===== config.mk =====
export PLATFORM = sky130hd
export DESIGN_NAME = sw_sram_fifo_ctrl
export DESIGN_NICKNAME = d
export VERILOG_FILES = /design/src/rtl/sw_mem_pkg.sv /design/src/rtl/sw_skid2.sv /design/src/rtl/sw_sram_fifo_ctrl.sv
export SDC_FILE = /design/constraint.sdc
export NUM_CORES = 1
export LEC_CHECK = 0
export ABC_AREA = 1
export BUFFER_PORTS_ARGS = -buffer_cell sky130_fd_sc_hd__buf_2
export CAP_MARGIN = 15
export CORE_MARGIN = 2
export CORE_UTILIZATION = 30
export DETAILED_ROUTE_END_ITERATION = 12
export GPL_TIMING_DRIVEN = 1
export PLACE_DENSITY = 0.53
export SLEW_MARGIN = 40
export SYNTH_ARGS = -nofsm -noshare
export SYNTH_HDL_FRONTEND = slang
export SYNTH_HIERARCHICAL = 1
export SYNTH_SLANG_ARGS = --single-unit

===== constraint.sdc =====
create_clock -name clk -period 3.9 [get_ports clk]
set_clock_uncertainty 0.2 [all_clocks]
set_input_delay 0.585 -clock clk [delete_from_list [all_inputs] [get_ports clk]]
set_output_delay 0.585 -clock clk [all_outputs]
set_load 0.005 [all_outputs]

===== src/rtl/sw_mem_pkg.sv =====
// rtl/sw_mem_pkg.sv - shared geometry and types for the 32x26 2-port SRAM sample buffer
// Purpose: address/data widths of the SRAM macro and the word/address types built on them.
package sw_mem_pkg;

  localparam int SW_AW = 5;
  localparam int SW_DW = 26;

  typedef logic [SW_DW-1:0] sw_word_t;
  typedef logic [SW_AW-1:0] sw_addr_t;

endpackage


===== src/rtl/sw_skid2.sv =====
// rtl/sw_skid2.sv - 2-entry registered skid buffer in FIFO order
// Purpose: catches SRAM read returns so the consumer sees registered data with no latency bubbles.
// Ports:
//   i_clk, i_rst_n  clock, synchronous active-low reset (clears count only)
//   i_push, i_data  write one word (caller guarantees a free slot or a same-cycle pop)
//   i_pop           consumer ready; takes effect only while o_valid
//   o_valid         at least one entry held
//   o_data          oldest entry
//   o_cnt           entries held, 0..2
module sw_skid2
  import sw_mem_pkg::*;
#(
  parameter int DW = SW_DW
) (
  input  logic          i_clk,
  input  logic          i_rst_n,
  input  logic          i_push,
  input  logic [DW-1:0] i_data,
  input  logic          i_pop,
  output logic          o_valid,
  output logic [DW-1:0] o_data,
  output logic [1:0]    o_cnt
);

  logic [DW-1:0] r_e0;  // oldest
  logic [DW-1:0] r_e1;
  logic [1:0]    r_cnt;
  logic          w_pop;

  assign w_pop   = i_pop & (r_cnt != 2'd0);
  assign o_valid = (r_cnt != 2'd0);
  assign o_data  = r_e0;
  assign o_cnt   = r_cnt;

  always_ff @(posedge i_clk) begin
    if (!i_rst_n) begin
      r_cnt <= 2'd0;
    end else begin
      case ({i_push, w_pop})
        2'b10: begin
          if (r_cnt == 2'd0) r_e0 <= i_data;
          else               r_e1 <= i_data;
          r_cnt <= r_cnt + 2'd1;
        end
        2'b01: begin
          r_e0  <= r_e1;
          r_cnt <= r_cnt - 2'd1;
        end
        2'b11: begin
          // Oldest leaves, new word lands behind whatever remains.
          if (r_cnt == 2'd2) begin
            r_e0 <= r_e1;
            r_e1 <= i_data;
          end else begin
            r_e0 <= i_data;
          end
        end
        default: ;
      endcase
    end
  end

endmodule


===== src/rtl/sw_sram_fifo_ctrl.sv =====
// rtl/sw_sram_fifo_ctrl.sv - FIFO controller driving an external 32x26 2-port SRAM macro
// Purpose: push/pop valid-ready FIFO over a 1-cycle-latency SRAM; a 2-entry skid hides read latency.
// Ports:
//   clk, rst_n                      clock, synchronous active-low reset
//   push_valid/push_data/push_ready write stream (ready while SRAM has a free entry)
//   pop_valid/pop_data/pop_ready    read stream (head word from the skid buffer)
//   level                           registered total words held (SRAM + in-flight + skid)
//   mem_a/mem_csa/mem_web/mem_di    SRAM port A (write)
//   mem_b/mem_csb/mem_oe/mem_do     SRAM port B (read), data returns the cycle after mem_csb
module sw_sram_fifo_ctrl
  import sw_mem_pkg::*;
#(
  parameter int AW = SW_AW,
  parameter int DW = SW_DW
) (
  input  logic          clk,
  input  logic          rst_n,
  input  logic          push_valid,
  input  logic [DW-1:0] push_data,
  output logic          push_ready,
  output logic          pop_valid,
  output logic [DW-1:0] pop_data,
  input  logic          pop_ready,
  output logic [AW+1:0] level,
  output logic [AW-1:0] mem_a,
  output logic          mem_csa,
  output logic          mem_web,
  output logic [DW-1:0] mem_di,
  output logic [AW-1:0] mem_b,
  output logic          mem_csb,
  output logic          mem_oe,
  input  logic [DW-1:0] mem_do
);

  localparam logic [AW:0] FULL_CNT = {1'b1, {AW{1'b0}}};

  logic [AW-1:0] r_wptr;
  logic [AW-1:0] r_rptr;
  logic [AW:0]   r_mem_cnt;   // one extra bit so full and empty are distinct
  logic          r_inflight;  // read issued last cycle, data on mem_do now
  logic [AW+1:0] r_level;

  logic          w_wr;
  logic          w_rd;
  logic          w_pop_fire;
  logic [1:0]    w_skid_cnt;
  logic [AW:0]   w_mem_cnt_nxt;
  logic [1:0]    w_skid_cnt_nxt;

  assign push_ready = rst_n & (r_mem_cnt != FULL_CNT);
  assign w_wr       = push_valid & push_ready;
  assign w_pop_fire = pop_valid & pop_ready;

  // Issue a read only if the skid will still have room when the data returns,
  // counting the word already in flight and a pop leaving this cycle.
  assign w_rd = rst_n & (r_mem_cnt != '0) &
                (({1'b0, w_skid_cnt} + {2'b00, r_inflight}) < (3'd2 + {2'b00, w_pop_fire}));

  assign mem_a   = r_wptr;
  assign mem_csa = w_wr;
  assign mem_web = ~w_wr;
  assign mem_di  = push_data;
  assign mem_b   = r_rptr;
  assign mem_csb = w_rd;
  assign mem_oe  = rst_n;
  assign level   = r_level;

  assign w_mem_cnt_nxt  = r_mem_cnt + (AW+1)'(w_wr) - (AW+1)'(w_rd);
  assign w_skid_cnt_nxt = w_skid_cnt + 2'(r_inflight) - 2'(w_pop_fire);

  sw_skid2 #(.DW(DW)) u_skid (
    .i_clk   (clk),
    .i_rst_n (rst_n),
    .i_push  (r_inflight),
    .i_data  (mem_do),
    .i_pop   (pop_ready),
    .o_valid (pop_valid),
    .o_data  (pop_data),
    .o_cnt   (w_skid_cnt)
  );

  always_ff @(posedge clk) begin
    if (!rst_n) begin
      r_wptr     <= '0;
      r_rptr     <= '0;
      r_mem_cnt  <= '0;
      r_inflight <= 1'b0;
      r_level    <= '0;
    end else begin
      r_wptr     <= r_wptr + AW'(w_wr);
      r_rptr     <= r_rptr + AW'(w_rd);
      r_mem_cnt  <= w_mem_cnt_nxt;
      r_inflight <= w_rd;
      r_level    <= (AW+2)'(w_mem_cnt_nxt) + (AW+2)'(w_rd) + (AW+2)'(w_skid_cnt_nxt);
    end
  end

endmodule

== After elaboration in Yosys (flattened, before gate mapping) ==
Cells that the tools add are included.
Word-level totals
  register bits after elaboration: 78
  output and inout port bits: 75
  logic and storage cells: 50
Cells by class
  $add $sub $neg: 12
  $lt $le $gt $ge: 1
  equality and inequality tests: 8
  mux-type cells: 7
  bitwise operators: 6
  reduce and logical (&&, ||, !) cells: 8
Operators by type and width (number)
  $mux W26: 4
  $pmux W26 S3: 1
  $pmux W26 S2: 1
  $add A5 B1 Y5: 2
  $add A6 B1 Y7: 1
  $add A7 B2 Y7: 1
  $add A6 B1 Y6: 1
  $eq A2 B2 Y1 const B: 3
  $ne A6 B6 Y1 const B: 1
  $reduce_bool A2 Y1: 3
  $reduce_bool A6 Y1: 1
  $sub A6 B1 Y6: 1
  $and A1 B1 Y1: 5
  $ne A2 B1 Y1 const B: 2
  $pmux W2 S2: 1
  $reduce_and A4 Y1: 1
  $add A2 B1 Y3: 1
  $add A2 B1 Y3 const A: 1
  $lt A3 B3 Y1: 1
  $reduce_and A3 Y1: 1
  $reduce_bool A3 Y1: 1
  $add A2 B1 Y2: 1
  $add A2 B1 Y2 const B: 1
  $eq A2 B1 Y1 const B: 1
  5 further kinds: 5

== Depth between registers and ports, before layout ==
  depth in word-level cells: 8
  mapped depth: 18
  mapped depth without buffers: 18

== By module ==
The synthesis kept the hierarchy.
By module, submodules not included
  sw_skid2: instances 1, cells an instance 173, area an instance 2194.6 sq um, seq. area each 1601.5 sq um
  sw_sram_fifo_ctrl: instances 1, cells an instance 193, area an instance 1507.7 sq um, seq. area each 480.5 sq um

== Least setup slack after synthesis ==
Ideal clock, no wire load.
  path type: input port to flip-flop
  start point: input rst_n
  end point: register r_level[4], in the netlist level[4]
  library setup time: 0.110 ns
  arrival: 3.176 ns
  data required time: 3.590 ns
  path slack: 0.414 ns
  stages on the path: 15
  buffers on the path: 1
  cells stage by stage: clkbuf_1 inv_1 nor2_1 and3_1 ha_1 inv_1 ha_1 fa_1 inv_1 fa_1 or2_4 nor2_2 nand2_1 nand3_1 inv_1
On the way
  elaborated cells between the ends (all ways): 8
RTL lines
  start: declaration: RTL line sw_sram_fifo_ctrl.sv:17  | input logic rst_n,
  $and A1 B1 Y1 (2 in series): RTL line sw_sram_fifo_ctrl.sv:56  | assign w_rd = rst_n & (r_mem_cnt != '0) &
  named net mem_csb: RTL line sw_sram_fifo_ctrl.sv:30  | output logic mem_csb,
  $sub A6 B1 Y6: RTL line sw_sram_fifo_ctrl.sv:68  | assign w_mem_cnt_nxt = r_mem_cnt + (AW+1)'(w_wr) - (AW+1)'(w_rd);
  named net w_mem_cnt_nxt[1]: RTL line sw_sram_fifo_ctrl.sv:47  | logic [AW:0] w_mem_cnt_nxt;
  $add A6 B1 Y7: RTL line sw_sram_fifo_ctrl.sv:94  | r_level <= (AW+2)'(w_mem_cnt_nxt) + (AW+2)'(w_rd) + (AW+2)'(w_skid_cnt_nxt);
  $add A7 B2 Y7: RTL line sw_sram_fifo_ctrl.sv:94
  end signal: assignment: RTL line sw_sram_fifo_ctrl.sv:94
  end: declaration: RTL line sw_sram_fifo_ctrl.sv:41  | logic [AW+1:0] r_level;
The timed path passes the listed nets, and every way through them passes these cells.
A chain may end at the register's enable or synchronous reset.

== Worst setup path in the final report ==
  start point: register r_inflight
  end point: register r_level[4], in the netlist level[4]
On the way
  longest elaborated chain between the ends: 6
  elaborated cells between the ends (all ways): 8
Ends and longest elaborated chain
  start: declaration: RTL line sw_sram_fifo_ctrl.sv:40  | logic r_inflight;
  start signal: assignment: RTL line sw_sram_fifo_ctrl.sv:93  | r_inflight <= w_rd;
  $add A2 B1 Y3: RTL line sw_sram_fifo_ctrl.sv:57  | (({1'b0, w_skid_cnt} + {2'b00, r_inflight}) < (3'd2 + {2'b00, w_pop_fire}));
  $lt A3 B3 Y1: RTL line sw_sram_fifo_ctrl.sv:57
  $and A1 B1 Y1: RTL line sw_sram_fifo_ctrl.sv:56
  $sub A6 B1 Y6: RTL line sw_sram_fifo_ctrl.sv:68
  named net w_mem_cnt_nxt[1]: RTL line sw_sram_fifo_ctrl.sv:47
  $add A6 B1 Y7: RTL line sw_sram_fifo_ctrl.sv:94
  $add A7 B2 Y7: RTL line sw_sram_fifo_ctrl.sv:94
The timed path passes the listed nets, and every way through them passes these cells.

==> summary.txt <==
Drt
  • Post-Route WL: between 7 and 8 mm
  • Drt via density: 4.49
  • DR WL/cell: roughly 13 um
  • DR vias: about 2600
  • First-pass DRT Iterations: 4
  • Initial DRC count: between 150 and 200
  • Post-route ant nets: 0
  • Drt drc: 0

Critical path
  • Worst path required time: 3.94 ns
  • Cell Chain, Critical Path: ha_1 > ha_1 > o21ai_0 > and3_1 > ha_1 > inv_1 > ha_1 > fa_1 > inv_1 > fa_1 > or2_4 > nor2_2 > nand2_1 > nand3_1 > inv_1
  • Critical Path Slowest Stage Cell: fa_1
  • Crit-path most repeated cell: ha_1
  • Worst path max stage delay: approximately 0.54 ns
  • Critical Path Start Type: flop
  • Critical path peak fanout: 6
  • R2r endpoint: level[4]$_SDFF_PN0_
  • Critical Path AT: around 3.6 ns
  • FF-to-FF path depth: 15
  • Critical R2R Launch: r_inflight$_SDFF_PN0_
  • R2R Setup Slk: between 0.3 and 0.4 ns
  • Worst Path Class, Setup: flop to flop
  • CP Capture Type: flop

Yosys
  • Seq/Total Area, Yosys: 0.562
  • Mapped Area: between 0.003 and 0.004 mm^2
  • Post-Syn Nets: between 400 and 500
  • Syn. warnings: 6
  • Synth Area per Inst: about 10 um^2
  • Number of synthesized register bits: 78
  • Netlist cell types: 28
  • Synthesized instance count: ~370

Place
  • Gpl congestion: around 0.78
  • Placed inst area: slightly above 0.004 mm^2
  • Placed Cells: 560
  • Detailed Place HPWL: 5.28 mm
  • Dpl ws: between 0.3 and 0.4 ns
  • IO buf count: just under 80

Clock network
  • Post-CTS sizing: 0
  • Htree depth: 3
  • Num CTS Buffers: 9
  • Skew-Pair Late Insertion Delay: ~0.34 ns
  • TritonCTS clock tree: yes
  • Clock transition at path regs: 0.06 ns
  • CTS Buffer Depth: 2
  • Clk sink count: between 70 and 80
  • Root Buffer: clkbuf_16
  • Hold-fix buffers at CTS: 0
  • Post-CTS Setup Inserts: 0

Die
  • Initial Util: 0.308
  • Die Span X: approximately 120 um
  • Core box area: about 0.012 mm^2
  • Num rows: 40
  • IO Count: around 130
  • Die Area: approximately 0.013 mm^2
  • Chip height: 115 um

Power
  • Internal: between 2 and 2.5 mW
  • PwrDens: 801 mW/mm^2
  • Leakage: between 2 and 2.5 nW
  • Sequential power share: 0.356
  • Clock power share: 0.244
  • Switching Fraction: 0.369
  • Comb pwr share: 0.400
  • PnR Total Power: between 3 and 4 mW
  • Max VDD drop: 0.000346 V
  • Switching power: between 1 and 1.5 mW

Hold path
  • Hold Path Sink: u_skid/r_e1[13]$_DFFE_PP_
  • Tightest Hold Check Type: primary input to flop
  • Hold Crit Depth: 1
  • Hold Startpoint: mem_do[13]

Layout
  • Core Util, Final: 0.361
  • Most frequent cells in the layout: nand2_1 (88), buf_2 (78), edfxtp_1 (52)
  • Final antenna diode count: 0
  • Fin area: between 0.004 and 0.005 mm^2
  • Share of layout cells above drive strength 1: 0.259
  • # nets final: between 500 and 600
  • Layout Area Growth over Synthesis: 17.1%
  • Most common library cell in the layout ignoring fill and taps: nand2_1
  • Post-route insts no fill: between 500 and 600

GRT
  • Grt ovf: 0
  • Largest net degree at the start of global routing: 29
  • Initial antenna violation count: 0
  • Vias in the first global route: around 2500
  • First-pass GRT wire length: around 12 mm
  • Total GRT Usage: 0.122

STA
  • Final setup viols: 0
  • Fmax: between 200 and 300 MHz
  • Max-slew headroom: 0.627
  • Tightest hold margin: 0.237 ns
  • Worst slew pin tran: 0.559 ns
  • Fin crit share: 0.900
  • Unrepaired setup endpoints after global routing: false
  • Final hold violation count: 0
  • Final worst slack: slightly below 0.4 ns
  • Final Critical Period: 3.51 ns
  • Slew Viols, Final: 0
  • Setup TNS: 0 ns

Run status
  • Outcome: complete, no violations

Flow run
  • Max-Cap Viols: 0
-- metal layers --
| metal | part of all wire | vias up | wire length [um] | track usage |
|---|---|---|---|---|
| li1 | - | 1281 | - | - |
| met5 | 0 | - | 0 | 0 |
| met2 | 0.46 | 101 | 3490 | 0.200 |
| met4 | 0.024 | 0 | 186 | 0.0530 |
| met1 | 0.43 | 1175 | 3300 | 0.148 |
| met3 | 0.083 | 27 | 635 | 0.0411 |
-- power by group through the flow --
stage | Sequential [mW] | Combinational, mW | Clock, mW
5_1_grt | 1.26 | 1.65 | 0.902
2_1_floorplan | 1.26 | 1.01 | 0
4_1_cts | 1.24 | 1.43 | 0.876
3_5_place_dp | 1.26 | 1.42 | 0
3_3_place_gp | 1.25 | 1.42 | 0
6_report | 1.24 | 1.39 | 0.848
-- critical path: cells and delay by family, from the launching register on --
family | cells | cell delay (ns)
AO/OA/AOI/OAI | 1 | 0.09
AND/OR/NAND/NOR | 5 | 0.70
flip-flops | 1 | 0.36
adder cells (fa/ha/maj) | 6 | 1.91
buffers and inverters | 3 | 0.15
-- Yosys cell counts (all sizes together) --
cell / instances / area, um^2
a21oi: 8 / 40.0
and3: 2 / 12.5
buf: 35 / 274
clkbuf: 1 / 3.75
dfxtp: 26 / 521
edfxtp: 52 / 1560
fa: 3 / 60.1
ha: 22 / 275
inv: 45 / 169
nand2: 91 / 349
nand3: 37 / 208
nand3b: 1 / 7.51
nand4: 4 / 25.0
nor2: 24 / 95.1
o21a: 1 / 7.51
o21ai: 7 / 35.0
or2: 2 / 15.0
xnor2: 2 / 17.5
xor2: 3 / 26.3
-- cell families (layout without fill, tap and decap cells) --
family,Yosys count,in the layout,synth area share
simple gates,161,161,0.192
fa+ha+maj,25,25,0.0906
buf+inv,81,144,0.121
flops,78,78,0.562
xor+xnor,5,5,0.0118
compound gates,16,16,0.0223
-- sequential cells by signal, indices dropped and copies added, names as in the netlist --
register       flops
u_skid/r_e1       26
level              7
r_mem_cnt          6
u_skid/o_cnt       2
mem_b              5
r_inflight         1
u_skid/o_data     26
mem_a              5
-- area by class of cell --
cell class	count	area, um^2
clock buffer	10	229
multi-input combinational	207	1180
inverter	45	169
fill	1247	7670
tap	147	184
sequential	78	2080
clock inverter	6	68.8
timing repair buffer	83	428
-- how the worst max path moves through the flow --
stage,startpoint,to
floorplan,rst_n,level[4]$_SDFF_PN0_
global placement,r_inflight$_SDFF_PN0_,level[4]$_SDFF_PN0_
detailed placement,r_inflight$_SDFF_PN0_,level[4]$_SDFF_PN0_
CTS,r_inflight$_SDFF_PN0_,level[4]$_SDFF_PN0_
global route,u_skid/o_cnt[0]$_SDFFE_PN0P_,level[4]$_SDFF_PN0_
finish,r_inflight$_SDFF_PN0_,level[4]$_SDFF_PN0_
No activity file was read; power rests on OpenSTA's default activity.
